--- src/rtl/fx2_cmd_parser.sv ---
// Byte-stream command framer: hunts for the 0xAA sync byte, frames opcode/len/payload,
// and hands each good packet off as one parallel command word on a valid/ready port.
module fx2_cmd_parser #(
    parameter int MAX_PAYLOAD = 4,
    parameter int TIMEOUT     = 1024
) (
    input  logic                     clk,
    input  logic                     reset_n,
    input  logic [7:0]               in_data,
    input  logic                     in_valid,
    output logic                     in_ready,
    output logic                     cmd_valid,
    input  logic                     cmd_ready,
    output logic [7:0]               cmd_opcode,
    output logic [3:0]               cmd_len,
    output logic [8*MAX_PAYLOAD-1:0] cmd_data,
    output logic                     err_pulse,
    output logic [1:0]               err_code,
    output logic [15:0]              pkt_count,
    output logic [15:0]              drop_count
);

    localparam int DW = 8 * MAX_PAYLOAD;
    localparam int TW = $clog2(TIMEOUT + 1);

    typedef enum logic [2:0] {HUNT, OPCODE, LEN, PAYLOAD, SKIP, EMIT} state_t;

    state_t          state_q, state_d;
    logic [7:0]      opcode_q, opcode_d;
    logic [3:0]      len_q, len_d;
    logic [DW-1:0]   data_q, data_d;
    logic [7:0]      rem_q, rem_d;
    logic [TW-1:0]   idle_q, idle_d;
    logic            err_pulse_q, err_pulse_d;
    logic [1:0]      err_code_q, err_code_d;
    logic [15:0]     pkt_q, pkt_d;
    logic [15:0]     drop_q, drop_d;

    logic            accept;
    logic            mid_pkt;
    logic            timed_out;
    logic [DW+7:0]   shifted;

    assign accept    = in_valid && in_ready;
    assign mid_pkt   = (state_q == OPCODE) || (state_q == LEN) ||
                       (state_q == PAYLOAD) || (state_q == SKIP);
    // A byte landing on the expiry edge wins over the timeout.
    assign timed_out = mid_pkt && !accept && (idle_q == TW'(TIMEOUT - 1));
    assign shifted   = {data_q, in_data};

    always_ff @(posedge clk) begin
        if (!reset_n) begin
            state_q     <= HUNT;
            opcode_q    <= '0;
            len_q       <= '0;
            data_q      <= '0;
            rem_q       <= '0;
            idle_q      <= '0;
            err_pulse_q <= 1'b0;
            err_code_q  <= '0;
            pkt_q       <= '0;
            drop_q      <= '0;
        end else begin
            state_q     <= state_d;
            opcode_q    <= opcode_d;
            len_q       <= len_d;
            data_q      <= data_d;
            rem_q       <= rem_d;
            idle_q      <= idle_d;
            err_pulse_q <= err_pulse_d;
            err_code_q  <= err_code_d;
            pkt_q       <= pkt_d;
            drop_q      <= drop_d;
        end
    end

    always_comb begin
        state_d     = state_q;
        opcode_d    = opcode_q;
        len_d       = len_q;
        data_d      = data_q;
        rem_d       = rem_q;
        idle_d      = idle_q;
        err_pulse_d = 1'b0;
        err_code_d  = err_code_q;
        pkt_d       = pkt_q;
        drop_d      = drop_q;

        if (mid_pkt) idle_d = idle_q + TW'(1);
        if (accept)  idle_d = '0;

        unique case (state_q)
            HUNT: begin
                if (accept && in_data == 8'hAA) begin
                    state_d = OPCODE;
                    idle_d  = '0;
                end
            end
            OPCODE: begin
                if (accept) begin
                    opcode_d = in_data;
                    state_d  = LEN;
                end
            end
            LEN: begin
                if (accept) begin
                    data_d = '0;
                    rem_d  = in_data;
                    if (in_data == 8'd0) begin
                        len_d   = '0;
                        state_d = EMIT;
                    end else if (in_data <= 8'(MAX_PAYLOAD)) begin
                        len_d   = in_data[3:0];
                        state_d = PAYLOAD;
                    end else begin
                        err_pulse_d = 1'b1;
                        err_code_d  = 2'b01;
                        drop_d      = drop_q + 16'd1;
                        state_d     = SKIP;
                    end
                end
            end
            PAYLOAD: begin
                if (accept) begin
                    data_d = shifted[DW-1:0];
                    rem_d  = rem_q - 8'd1;
                    if (rem_q == 8'd1) state_d = EMIT;
                end
            end
            SKIP: begin
                if (accept) begin
                    rem_d = rem_q - 8'd1;
                    if (rem_q == 8'd1) state_d = HUNT;
                end
            end
            EMIT: begin
                if (cmd_ready) begin
                    pkt_d   = pkt_q + 16'd1;
                    state_d = HUNT;
                end
            end
            default: state_d = HUNT;
        endcase

        if (timed_out) begin
            state_d     = HUNT;
            err_pulse_d = 1'b1;
            err_code_d  = 2'b10;
            drop_d      = drop_q + 16'd1;
        end
    end

    always_comb begin
        in_ready   = reset_n && (state_q != EMIT);
        cmd_valid  = (state_q == EMIT);
        cmd_opcode = opcode_q;
        cmd_len    = len_q;
        cmd_data   = data_q;
        err_pulse  = err_pulse_q;
        err_code   = err_code_q;
        pkt_count  = pkt_q;
        drop_count = drop_q;
    end

endmodule

--- config.mk ---
export PLATFORM = sky130hd
export DESIGN_NAME = fx2_cmd_parser
export DESIGN_NICKNAME = d
export VERILOG_FILES = /design/src/rtl/fx2_cmd_parser.sv
export SDC_FILE = /design/constraint.sdc
export NUM_CORES = 1
export LEC_CHECK = 0
export CAP_MARGIN = 5
export CORE_UTILIZATION = 50
export CTS_CLUSTER_DIAMETER = 30
export DETAILED_ROUTE_END_ITERATION = 16
export GPL_ROUTABILITY_DRIVEN = 0
export PLACE_DENSITY_LB_ADDON = 0.2
export SLEW_MARGIN = 20
export SYNTH_ARGS = -nofsm -noshare
export SYNTH_HDL_FRONTEND = slang
export SYNTH_SLANG_ARGS = --single-unit
--- constraint.sdc ---
create_clock -name clk -period 6.3 [get_ports clk]
set_clock_uncertainty 0.2 [all_clocks]
set_input_delay 0.63 -clock clk [delete_from_list [all_inputs] [get_ports clk]]
set_output_delay 0.63 -clock clk [all_outputs]
set_load 0.02 [all_outputs]
==> results of run 1 <==
## state kept, by name, summed over array words and instances, names as in the netlist, 3 cells and up
signal,flops
rem_q,8
drop_count,16
cmd_data,32
state_q,3
cmd_len,4
pkt_count,16
cmd_opcode,8
idle_q,11
## through the flow
stage	power [mW]	cell area (µm²)	hold slack (ns)	setup slack (ns)	utilization (%)
floorplan	0.667	4390	0.258	3.47	-
global placement	0.683	5340	0.241	2.50	64.0
detailed placement	0.683	5340	0.252	2.41	64.0
CTS	1.08	5530	0.264	2.78	66.3
global route	1.11	5530	0.291	2.53	66.3
finish	1.07	5530	0.261	2.76	66.3
## power groups by stage
stage,Clock [mW],Sequential [mW],Combinational [mW]
floorplan,0,0.653,0.0145
detailed placement,0,0.653,0.0302
global placement,0,0.653,0.0299
global route,0.435,0.638,0.0330
CTS,0.408,0.638,0.0303
finish,0.398,0.638,0.0305
## area by class of cell
cell class | count | area [µm²]
tap | 105 | 131
clock buffer | 10 | 138
fill | 728 | 2810
sequential | 101 | 2020
multi-input combinational | 400 | 2180
inverter | 13 | 48.8
clock inverter | 6 | 53.8
timing repair buffer | 97 | 958
## worst max-delay path by stage
stage / slack, ns / cells past startpoint / from / to
3_3_place_gp: 2.50 / 7 / reset_n / drop_count[15]$_SDFFE_PN0P_
5_1_grt: 2.53 / 7 / reset_n / drop_count[8]$_SDFFE_PN0P_
6_report: 2.76 / 7 / reset_n / drop_count[8]$_SDFFE_PN0P_
2_1_floorplan: 3.47 / 7 / in_data[6] / drop_count[1]$_SDFFE_PN0P_
3_5_place_dp: 2.41 / 7 / reset_n / drop_count[15]$_SDFFE_PN0P_
4_1_cts: 2.78 / 7 / reset_n / drop_count[15]$_SDFFE_PN0P_
## cell usage after synthesis (2+ instances only)
master / n / area share (%)
dfxtp_1: 101 / 46
nand2_1: 84 / 7.2
a21oi_1: 73 / 8.3
nand3_1: 48 / 5.5
nor2_1: 33 / 2.8
o21ai_0: 29 / 3.3
clkbuf_1: 27 / 2.3
or3_1: 16 / 2.3
inv_1: 13 / 1.1
nand4_1: 12 / 1.7
xor2_1: 12 / 2.4
nor3_1: 8 / 0.91
o21ai_1: 8 / 0.91
xnor2_1: 8 / 1.6
or4_1: 7 / 1.2
o31ai_1: 6 / 1.0
ha_1: 5 / 1.4
nor4_1: 5 / 0.71
and3_1: 4 / 0.57
nand3b_1: 4 / 0.68
or3b_2: 4 / 0.80
a21o_1: 3 / 0.51
and2_1: 3 / 0.43
buf_1: 3 / 0.26
buf_2: 3 / 0.34
mux2i_1: 3 / 0.68
a2111oi_0: 2 / 0.40
and4b_1: 2 / 0.46
nand2b_1: 2 / 0.28
o21a_1: 2 / 0.34
or2_2: 2 / 0.28
## logic make-up (layout without fill, tap and decap cells)
| logic type | count (synthesis) | count (layout) |
|---|---|---|
| multiplexers | 4 | 4 |
| XOR/XNOR | 20 | 20 |
| buffers and inverters | 47 | 126 |
| AND/OR/NAND/NOR | 240 | 240 |
| AO/OA/AOI/OAI | 131 | 131 |
| adder cells (fa/ha/maj) | 5 | 5 |
| flip-flops | 101 | 101 |
## worst max-delay path: cells and delay by family
kind / cells / cell delay, ns
AOI/OAI and AO/OA: 3 / 0.83
buffers and inverters: 2 / 1.23
and+or+nand+nor: 2 / 0.92
## metal layers
| metal | routed length, µm | vias up | track usage (%) |
|---|---|---|---|
| met3 | 478 | 2 | 4.34 |
| li1 | - | 2082 | - |
| met1 | 4860 | 1913 | 31.2 |
| met5 | 0 | - | 0 |
| met2 | 4790 | 100 | 38.2 |
| met4 | 30 | 0 | 6.72 |
==> results.txt, run 1 <==
core box area -> 0.00834 mm²
slowest CP cell -> clkdlybuf4s50_1
sequential fraction of the synthesis area -> 46.1%
Post-CTS Setup Bufs -> 0
Worst Hold Class -> register to register
initial antenna violation count -> 0
fin crit period -> 3.54 ns
Worst EP arrival -> 3.62 ns
DRC -> 0
total of max-cap violations -> 0
Async S/R FF share, synth -> 0%
Slew Viols, Final -> 0
Reg-to-Reg Start -> state_q[0]$_SDFFE_PP0P_
Max Clk Rate -> 283 MHz
clk_lat worst skew -> 0.36 ns
syn nets -> 565
RSZ-0062 raised after global routing -> false
Synth Instances -> 548
Iteration-0 DRC Markers -> 152
drt wl/cell -> 13.9 µm
CTS H-tree lvls -> 3
total iterations of the first detailed-routing run -> 4
synth warn -> 0
clock power share -> 37.3%
FF-to-FF setup slack -> 3.05 ns
Worst R2R Path Depth -> 6
layout cells sized above 1 -> 4.63%
# IOs -> 93
mux contribution to synthesized area -> 0.940%
LEAKAGE -> 1.76 nW
# setup viols final -> 0
HP Start -> cmd_data[28]$_SDFFE_PN0P_
Post-Synth Adder-Cell Area -> 1.42%
Die Area -> 0.00916 mm²
commonest non-fill, non-tap cell in the layout -> dfxtp_1
Seq pwr share -> 59.8%
Crit. End Element -> register
largest family of logic cells by synthesized area -> simple AND/OR/NAND/NOR gates
Hold Vio Cnt, Final -> 0
Switching Share -> 24.0%
PostCTS Resize Cnt -> 0
Startpoint Class -> input port
P_int -> 0.810 mW
crit path cell chain -> clkdlybuf4s50_1 > and4b_1 > buf_4 > o311ai_1 > o31a_1 > or4_1 > a21oi_1
row count -> 33
worst slew pin tran -> 1.04 ns
WL final -> 10200 µm
placed insts -> 716
area delta synth->final -> 26.0%
EDFF count, synth -> 0
fin cells -> 732
root buffer cell -> clkbuf_8
CTS tree -> done
combinational power share -> 2.9%
DP HPWL -> 7000 µm
total clock sinks -> 101
Avg Synthesized Cell Area -> 8.01 µm²
Post-Synth Simple-Gate Area -> 27.0%
hold path endpoint -> cmd_data[28]$_SDFFE_PN0P_
vias -> 4097
Netlist Area Pre-Place -> 0.00439 mm²
end of the worst register-to-register path -> drop_count[8]$_SDFFE_PN0P_
Synth Area in Compound Gates -> 16.3%
GRT Util Overall -> 23.3%
final setup TNS -> 0 ns
nets -> 639
Crit Path Max Fanout -> 37
Buffers on Ports -> 92
Peak VDD IR -> 104 µV
Diodes inserted -> 0
status -> finished, final reports clean
fin crit share -> 56.2%
Worst EP required -> 6.38 ns
clock slew seen by the registers of the worst setup and hold paths -> 0.11 ns
Die Y -> 95.7 µm
TritonCTS Buffers -> 9
gr ovfl total -> 0
Max-Slew Margin vs Limit -> 30.5%
pin count of the biggest net entering global routing -> 75
CTS Buffer Depth -> 2
starting density of the core -> 52.6%
Post-synth top flop -> dfxtp_1
vias per std cell -> 5.60
Net Switching -> 0.256 mW
commonest non-fill, non-tap cells in the layout -> dfxtp_1 (101), clkdlybuf4s50_1 (92), nand2_1 (84)
XOR/XNOR Fraction of Synth Area -> 3.99%
slowest stage delay, CP -> 0.90 ns
post-route ant nets -> 0
hold path depth -> 2
first-pass GRT wire length -> 16900 µm
PwrDens -> 193 mW/mm²
#FFs+latches synth -> 101
CP Class -> input port to register
library cells used by synthesis -> 47
cts hold-fix bufs -> 0
number of global-route vias before repair -> 3645
Die X -> 95.7 µm
No activity file was read; power rests on OpenSTA's default activity.
==> inputs of run 2 (changes only) <==
--- a/config.mk
+++ b/config.mk
@@ -6,7 +6,7 @@
 export NUM_CORES = 1
 export LEC_CHECK = 0
 export CAP_MARGIN = 5
-export CORE_UTILIZATION = 50
+export CORE_UTILIZATION = 46
 export CTS_CLUSTER_DIAMETER = 30
 export DETAILED_ROUTE_END_ITERATION = 16
 export GPL_ROUTABILITY_DRIVEN = 0
==> constraint.sdc (replaced) <==
create_clock -name clk -period 3.1 [get_ports clk]
set_clock_uncertainty 0.2 [all_clocks]
set_input_delay 0.31 -clock clk [delete_from_list [all_inputs] [get_ports clk]]
set_output_delay 0.31 -clock clk [all_outputs]
set_load 0.02 [all_outputs]
==> results.txt, run 2 (same netlist as run 1, synthesis figures left out) <==
status -> finished, final reports clean (unchanged)
initial antenna violation count -> 0 (unchanged)
fillcell total -> 831 (was 728)
area delta synth->final -> 28.5% (was 26.0%)
gr ovfl total -> 0 (unchanged)
end of the worst register-to-register path -> drop_count[12]$_SDFFE_PN0P_ (was drop_count[8]$_SDFFE_PN0P_)
Cell Area, Placed -> 0.00546 mm² (was 0.00534 mm²)
Max Clk Rate -> 347 MHz
Die Area -> 0.00994 mm² (was 0.00916 mm²)
PwrDens -> 379 mW/mm² (was 193 mW/mm²)
fin crit period -> 2.88 ns
CTS tree -> done (unchanged)
Total Power -> 2.14 mW (was 1.07 mW)
Diodes inserted -> 0 (unchanged)
core box area -> 0.00924 mm² (was 0.00834 mm²)
pin count of the biggest net entering global routing -> 75 (unchanged)
clk_lat worst skew -> 0.36 ns (about the same)
clock slew seen by the registers of the worst setup and hold paths -> 0.10 ns (was 0.11 ns)
hold path depth -> 2 (unchanged)
Slew Viols, Final -> 0 (unchanged)
met2 wire length -> 5310 µm (was 4790 µm)
Crit. End Element -> register (unchanged)
Die Y -> 99.7 µm (was 95.7 µm)
worst slew pin tran -> 0.756 ns (was 1.04 ns)
CTS H-tree lvls -> 3 (unchanged)
total iterations of the first detailed-routing run -> 4 (unchanged)
total clock sinks -> 101 (unchanged)
Reg area -> 0.00202 mm² (unchanged)
root buffer cell -> clkbuf_8 (unchanged)
# IOs -> 93 (unchanged)
vias per std cell -> 5.40 (was 5.60)
fin area -> 0.00564 mm² (was 0.00553 mm²)
Peak VDD IR -> 428 µV (was 104 µV)
number of global-route vias before repair -> 3884 (was 3645)
Worst Hold Class -> register to register (unchanged)
starting density of the core -> 47.5% (was 52.6%)
met3 WL -> 467 µm (was 478 µm)
final setup TNS -> 0 ns (unchanged)
Max-Slew Margin vs Limit -> 49.6% (was 30.5%)
commonest non-fill, non-tap cell in the layout -> dfxtp_1 (unchanged)
fin crit share -> 93.0%
max FFs per register -> 32 (unchanged)
HP Start -> err_code[0]$_SDFFE_PP0P_ (was cmd_data[28]$_SDFFE_PN0P_)
commonest non-fill, non-tap cells in the layout -> dfxtp_1 (101), clkdlybuf4s50_1 (92), nand2_1 (84) (unchanged)
Crit Path Max Fanout -> 31 (was 37)
LEAKAGE -> 1.82 nW (was 1.76 nW)
Worst EP arrival -> 2.97 ns (was 3.62 ns)
highest layer used for signal routing -> met4 (unchanged)
DRC -> 0 (unchanged)
TritonCTS Buffers -> 9 (unchanged)
cts hold-fix bufs -> 0 (unchanged)
nets -> 649 (was 639)
Worst EP required -> 3.19 ns (was 6.38 ns)
Reg-to-Reg Start -> state_q[1]$_SDFFE_PP0P_ (was state_q[0]$_SDFFE_PP0P_)
Iteration-0 DRC Markers -> 179 (was 152)
Startpoint Class -> register (was input port)
first-pass GRT wire length -> 17800 µm (was 16900 µm)
met1 wire length -> 4760 µm (was 4860 µm)
Hold Vio Cnt, Final -> 0 (unchanged)
DP HPWL -> 7430 µm (was 7000 µm)
PostCTS Resize Cnt -> 0 (unchanged)
Buffers on Ports -> 92 (unchanged)
layout cells sized above 1 -> 6.12% (was 4.63%)
vias -> 4137 (was 4097)
post-route ant nets -> 0 (unchanged)
# setup viols final -> 0 (unchanged)
Post-CTS Setup Bufs -> 0 (unchanged)
CTS Buffer Depth -> 2 (unchanged)
GRT Util Overall -> 22.1% (was 23.3%)
row count -> 35 (was 33)
total of max-cap violations -> 0 (unchanged)
hold path endpoint -> err_code[0]$_SDFFE_PP0P_ (was cmd_data[28]$_SDFFE_PN0P_)
RSZ-0062 raised after global routing -> false (unchanged)
Die X -> 99.7 µm (was 95.7 µm)
WL final -> 10700 µm (was 10200 µm)
Worst R2R Path Depth -> 6 (unchanged)
CP Class -> register to register (was input port to register)
multi-input combinational cell area -> 0.00218 mm² (unchanged)
FF-to-FF setup slack -> 0.22 ns (was 3.05 ns)
drt wl/cell -> 13.9 µm (about the same)
[run 2: cell types whose count changed in the layout (fill, tap and decap cells not counted), sizes merged]
cell / change
clkbuf: -1
clkinv: +3
buf: +10
clkinvlp: -2
[run 2: report_power, final]
part / switching (mW) / internal (mW) / total, mW
registers: 0.0000250 / 1.30 / 1.30
clock network: 0.473 / 0.305 / 0.778
logic: 0.0411 / 0.0239 / 0.0650
[run 2: worst max-delay path, cell delays in order, from the launching register on]
cell     delay (ns)
dfxtp_1        0.43
o21a_1         0.27
or4b_1         0.66
o31a_1         0.40
buf_12         0.18
or4_1          0.50
a21oi_1        0.18
[run 2: worst max path at each step]
stage / start / end / slack, ns / cells past startpoint
CTS: state_q[1]$_SDFFE_PP0P_ / drop_count[12]$_SDFFE_PN0P_ / 0.22 / 6
detailed placement: state_q[1]$_SDFFE_PP0P_ / drop_count[12]$_SDFFE_PN0P_ / 0.25 / 6
floorplan: state_q[0]$_SDFFE_PP0P_ / drop_count[14]$_SDFFE_PN0P_ / 0.47 / 8
finish: state_q[1]$_SDFFE_PP0P_ / drop_count[12]$_SDFFE_PN0P_ / 0.22 / 6
global placement: in_data[7] / drop_count[1]$_SDFFE_PN0P_ / 0.25 / 7
global route: state_q[1]$_SDFFE_PP0P_ / drop_count[10]$_SDFFE_PN0P_ / 0.12 / 6
[run 2: layout make-up]
type                            instances  area share [%]
Timing Repair Buffer                  107            18.5
Tap cell                              129            2.86
Inverter                               13           0.865
Sequential cell                       101            35.8
Multi-Input combinational cell        400            38.7
Clock inverter                          7            1.04
Clock buffer                            9            2.20
[run 2: metal layers]
metal / up-vias / track usage (%)
met4: 0 / 5.43
met2: 99 / 38.7
met5: - / 0
met1: 1929 / 27.4
met3: 10 / 4.92
li1: 2099 / -
[run 2: stage by stage]
stage	instances	setup slack, ns	hold WS, ns	util [%]
floorplan	548	0.472	0.219	-
global placement	750	0.252	0.240	59.1
detailed placement	750	0.248	0.244	59.1
CTS	766	0.224	0.260	61.1
global route	766	0.123	0.283	61.1
finish	766	0.218	0.256	61.1
==> inputs of run 3 (changes only) <==
--- a/config.mk
+++ b/config.mk
@@ -6,7 +6,9 @@
 export NUM_CORES = 1
 export LEC_CHECK = 0
 export CAP_MARGIN = 5
-export CORE_UTILIZATION = 46
+export CELL_PAD_IN_SITES_DETAIL_PLACEMENT = 1
+export CELL_PAD_IN_SITES_GLOBAL_PLACEMENT = 1
+export CORE_UTILIZATION = 33
 export CTS_CLUSTER_DIAMETER = 30
 export DETAILED_ROUTE_END_ITERATION = 16
 export GPL_ROUTABILITY_DRIVEN = 0
==> results.txt, run 3 (same netlist as run 1, synthesis figures left out) <==
Reg-to-Reg Start -> state_q[0]$_SDFFE_PP0P_ (was state_q[1]$_SDFFE_PP0P_)
Die X -> 117 µm (was 99.7 µm)
Max Clk Rate -> 355 MHz (was 347 MHz)
post-route setup slack -> 0.283 ns (was 0.218 ns)
root buffer cell -> clkbuf_16 (was clkbuf_8)
Hold Vio Cnt, Final -> 0 (unchanged)
Diodes inserted -> 0 (unchanged)
CP Class -> register to register (unchanged)
DRC -> 0 (unchanged)
RSZ-0062 raised after global routing -> false (unchanged)
CTS H-tree lvls -> 3 (unchanged)
met2 usage -> 32.7% (was 38.7%)
total clock sinks -> 101 (unchanged)
Worst EP arrival -> 2.89 ns (was 2.97 ns)
Die Area -> 0.0138 mm² (was 0.00994 mm²)
# IOs -> 93 (unchanged)
layout cells sized above 1 -> 6.41% (was 6.12%)
area delta synth->final -> 32.7% (was 28.5%)
CTS tree -> done (unchanged)
slowest stage delay, CP -> 0.66 ns (about the same)
drt wl/cell -> 15.5 µm (was 13.9 µm)
Crit Path Max Fanout -> 31 (unchanged)
LEAKAGE -> 1.89 nW (was 1.82 nW)
total of max-cap violations -> 0 (unchanged)
PwrDens -> 426 mW/mm² (was 379 mW/mm²)
# setup viols final -> 0 (unchanged)
Total Power -> 2.48 mW (was 2.14 mW)
WL final -> 12600 µm (was 10700 µm)
number of global-route vias before repair -> 4265 (was 3884)
clock slew seen by the registers of the worst setup and hold paths -> 0.07 ns (was 0.10 ns)
max FFs per register -> 32 (unchanged)
slowest CP cell -> or4b_1 (unchanged)
GRT Util Overall -> 18.8% (was 22.1%)
Worst EP required -> 3.17 ns (was 3.19 ns)
Buffers on Ports -> 92 (unchanged)
Crit. End Element -> register (unchanged)
Slew Viols, Final -> 0 (unchanged)
total iterations of the first detailed-routing run -> 4 (unchanged)
Cell Area, Placed -> 0.00554 mm² (was 0.00546 mm²)
status -> finished, final reports clean (unchanged)
Peak VDD IR -> 323 µV (was 428 µV)
core box area -> 0.0128 mm² (was 0.00924 mm²)
multi-input combinational cell area -> 0.00218 mm² (unchanged)
clk_lat worst skew -> 0.35 ns (was 0.36 ns)
starting density of the core -> 34.4% (was 47.5%)
crit path cell chain -> o21a_1 > or4b_1 > o31a_1 > buf_12 > or4_1 > a21oi_1 (unchanged)
Worst Hold Class -> register to register (unchanged)
pin count of the biggest net entering global routing -> 75 (unchanged)
commonest non-fill, non-tap cell in the layout -> dfxtp_1 (unchanged)
pre-CTS WS -> 0.179 ns (was 0.248 ns)
Post-CTS Setup Bufs -> 0 (unchanged)
fin crit share -> 90.9% (was 93.0%)
Iteration-0 DRC Markers -> 161 (was 179)
HP Start -> cmd_len[0]$_SDFFE_PN0P_ (was err_code[0]$_SDFFE_PP0P_)
row count -> 41 (was 35)
fillcell total -> 1499 (was 831)
Max-Slew Margin vs Limit -> 44.9% (was 49.6%)
GRT Max-Usage Layer -> met2 (unchanged)
GRT met3 Usage -> 4.23% (was 4.92%)
vias -> 4192 (was 4137)
grt met1 use -> 23.0% (was 27.4%)
first-pass GRT wire length -> 21000 µm (was 17800 µm)
DP HPWL -> 8900 µm (was 7430 µm)
Startpoint Class -> register (unchanged)
final setup TNS -> 0 ns (unchanged)
nets -> 652 (was 649)
CTS Buffer Depth -> 2 (unchanged)
cts hold-fix bufs -> 0 (unchanged)
CP Launch Point -> state_q[0]$_SDFFE_PP0P_ (was state_q[1]$_SDFFE_PP0P_)
vias per std cell -> 5.16 (was 5.40)
fin crit period -> 2.82 ns (was 2.88 ns)
initial antenna violation count -> 0 (unchanged)
PostCTS Resize Cnt -> 0 (unchanged)
fin area -> 0.00583 mm² (was 0.00564 mm²)
worst slew pin tran -> 0.806 ns (was 0.756 ns)
Reg area -> 0.00202 mm² (unchanged)
gr ovfl total -> 0 (unchanged)
post-route ant nets -> 0 (unchanged)
commonest non-fill, non-tap cells in the layout -> dfxtp_1 (101), clkdlybuf4s50_1 (92), nand2_1 (84) (unchanged)
TritonCTS Buffers -> 9 (unchanged)
Die Y -> 117 µm (was 99.7 µm)
-- run 3: cell count changes in the layout (fill, tap and decap cells not counted) --
cell        before  now
buf_4           14   17
clkinv_2         1    3
inv_8            1    0
clkinvlp_4       1    0
clkbuf_16        0    9
clkbuf_1         0    1
clkbuf_8         9    0
inv_6            2    1
bufinv_16        0    1
clkinv_4         2    1
-- run 3: cell type report --
cell class	instances	area share (%)
clock buffers	10	3.93
clock inverters	6	1.07
inverters	13	0.837
multi-input cells	400	37.4
flip-flops and latches	101	34.7
well taps	172	3.69
repair buffers	110	18.3
-- run 3: through the flow --
stage / util, % / std cells / hold slack, ns
detailed placement: 43.3 / 796 / 0.248
global placement: 43.3 / 796 / 0.241
finish: 45.6 / 812 / 0.256
global route: 45.6 / 812 / 0.282
floorplan: - / 548 / 0.219
CTS: 45.6 / 812 / 0.257
-- run 3: worst max-delay path: cells and delay by family (launching register included) --
| family | cells | cell delay [ns] |
|---|---|---|
| buf+inv | 1 | 0.17 |
| flops | 1 | 0.37 |
| compound gates | 3 | 0.81 |
| simple gates | 2 | 1.18 |
-- run 3: report_power, final --
| group | internal (mW) | switching, mW |
|---|---|---|
| Sequential | 1.30 | 0.0000235 |
| Combinational | 0.0255 | 0.0448 |
| Clock | 0.626 | 0.491 |
-- run 3: path summary, 6_finish.rpt --
check	end	slack [ns]	depth (start not counted)
max reg2reg	drop_count[14]$_SDFFE_PN0P_	0.28	6
max	drop_count[14]$_SDFFE_PN0P_	0.28	6
min	cmd_len[0]$_SDFFE_PN0P_	0.26	2
min reg2reg	cmd_len[0]$_SDFFE_PN0P_	0.26	2
-- run 3: routing by layer --
layer  share of wire, %  routed length, µm  vias to the layer above
li1                   -                  -                     2105
met1                 46               5830                     2008
met2                 50               6260                       72
met3                3.3                410                        7
met4               0.96                121                        0
met5                  0                  0                        -
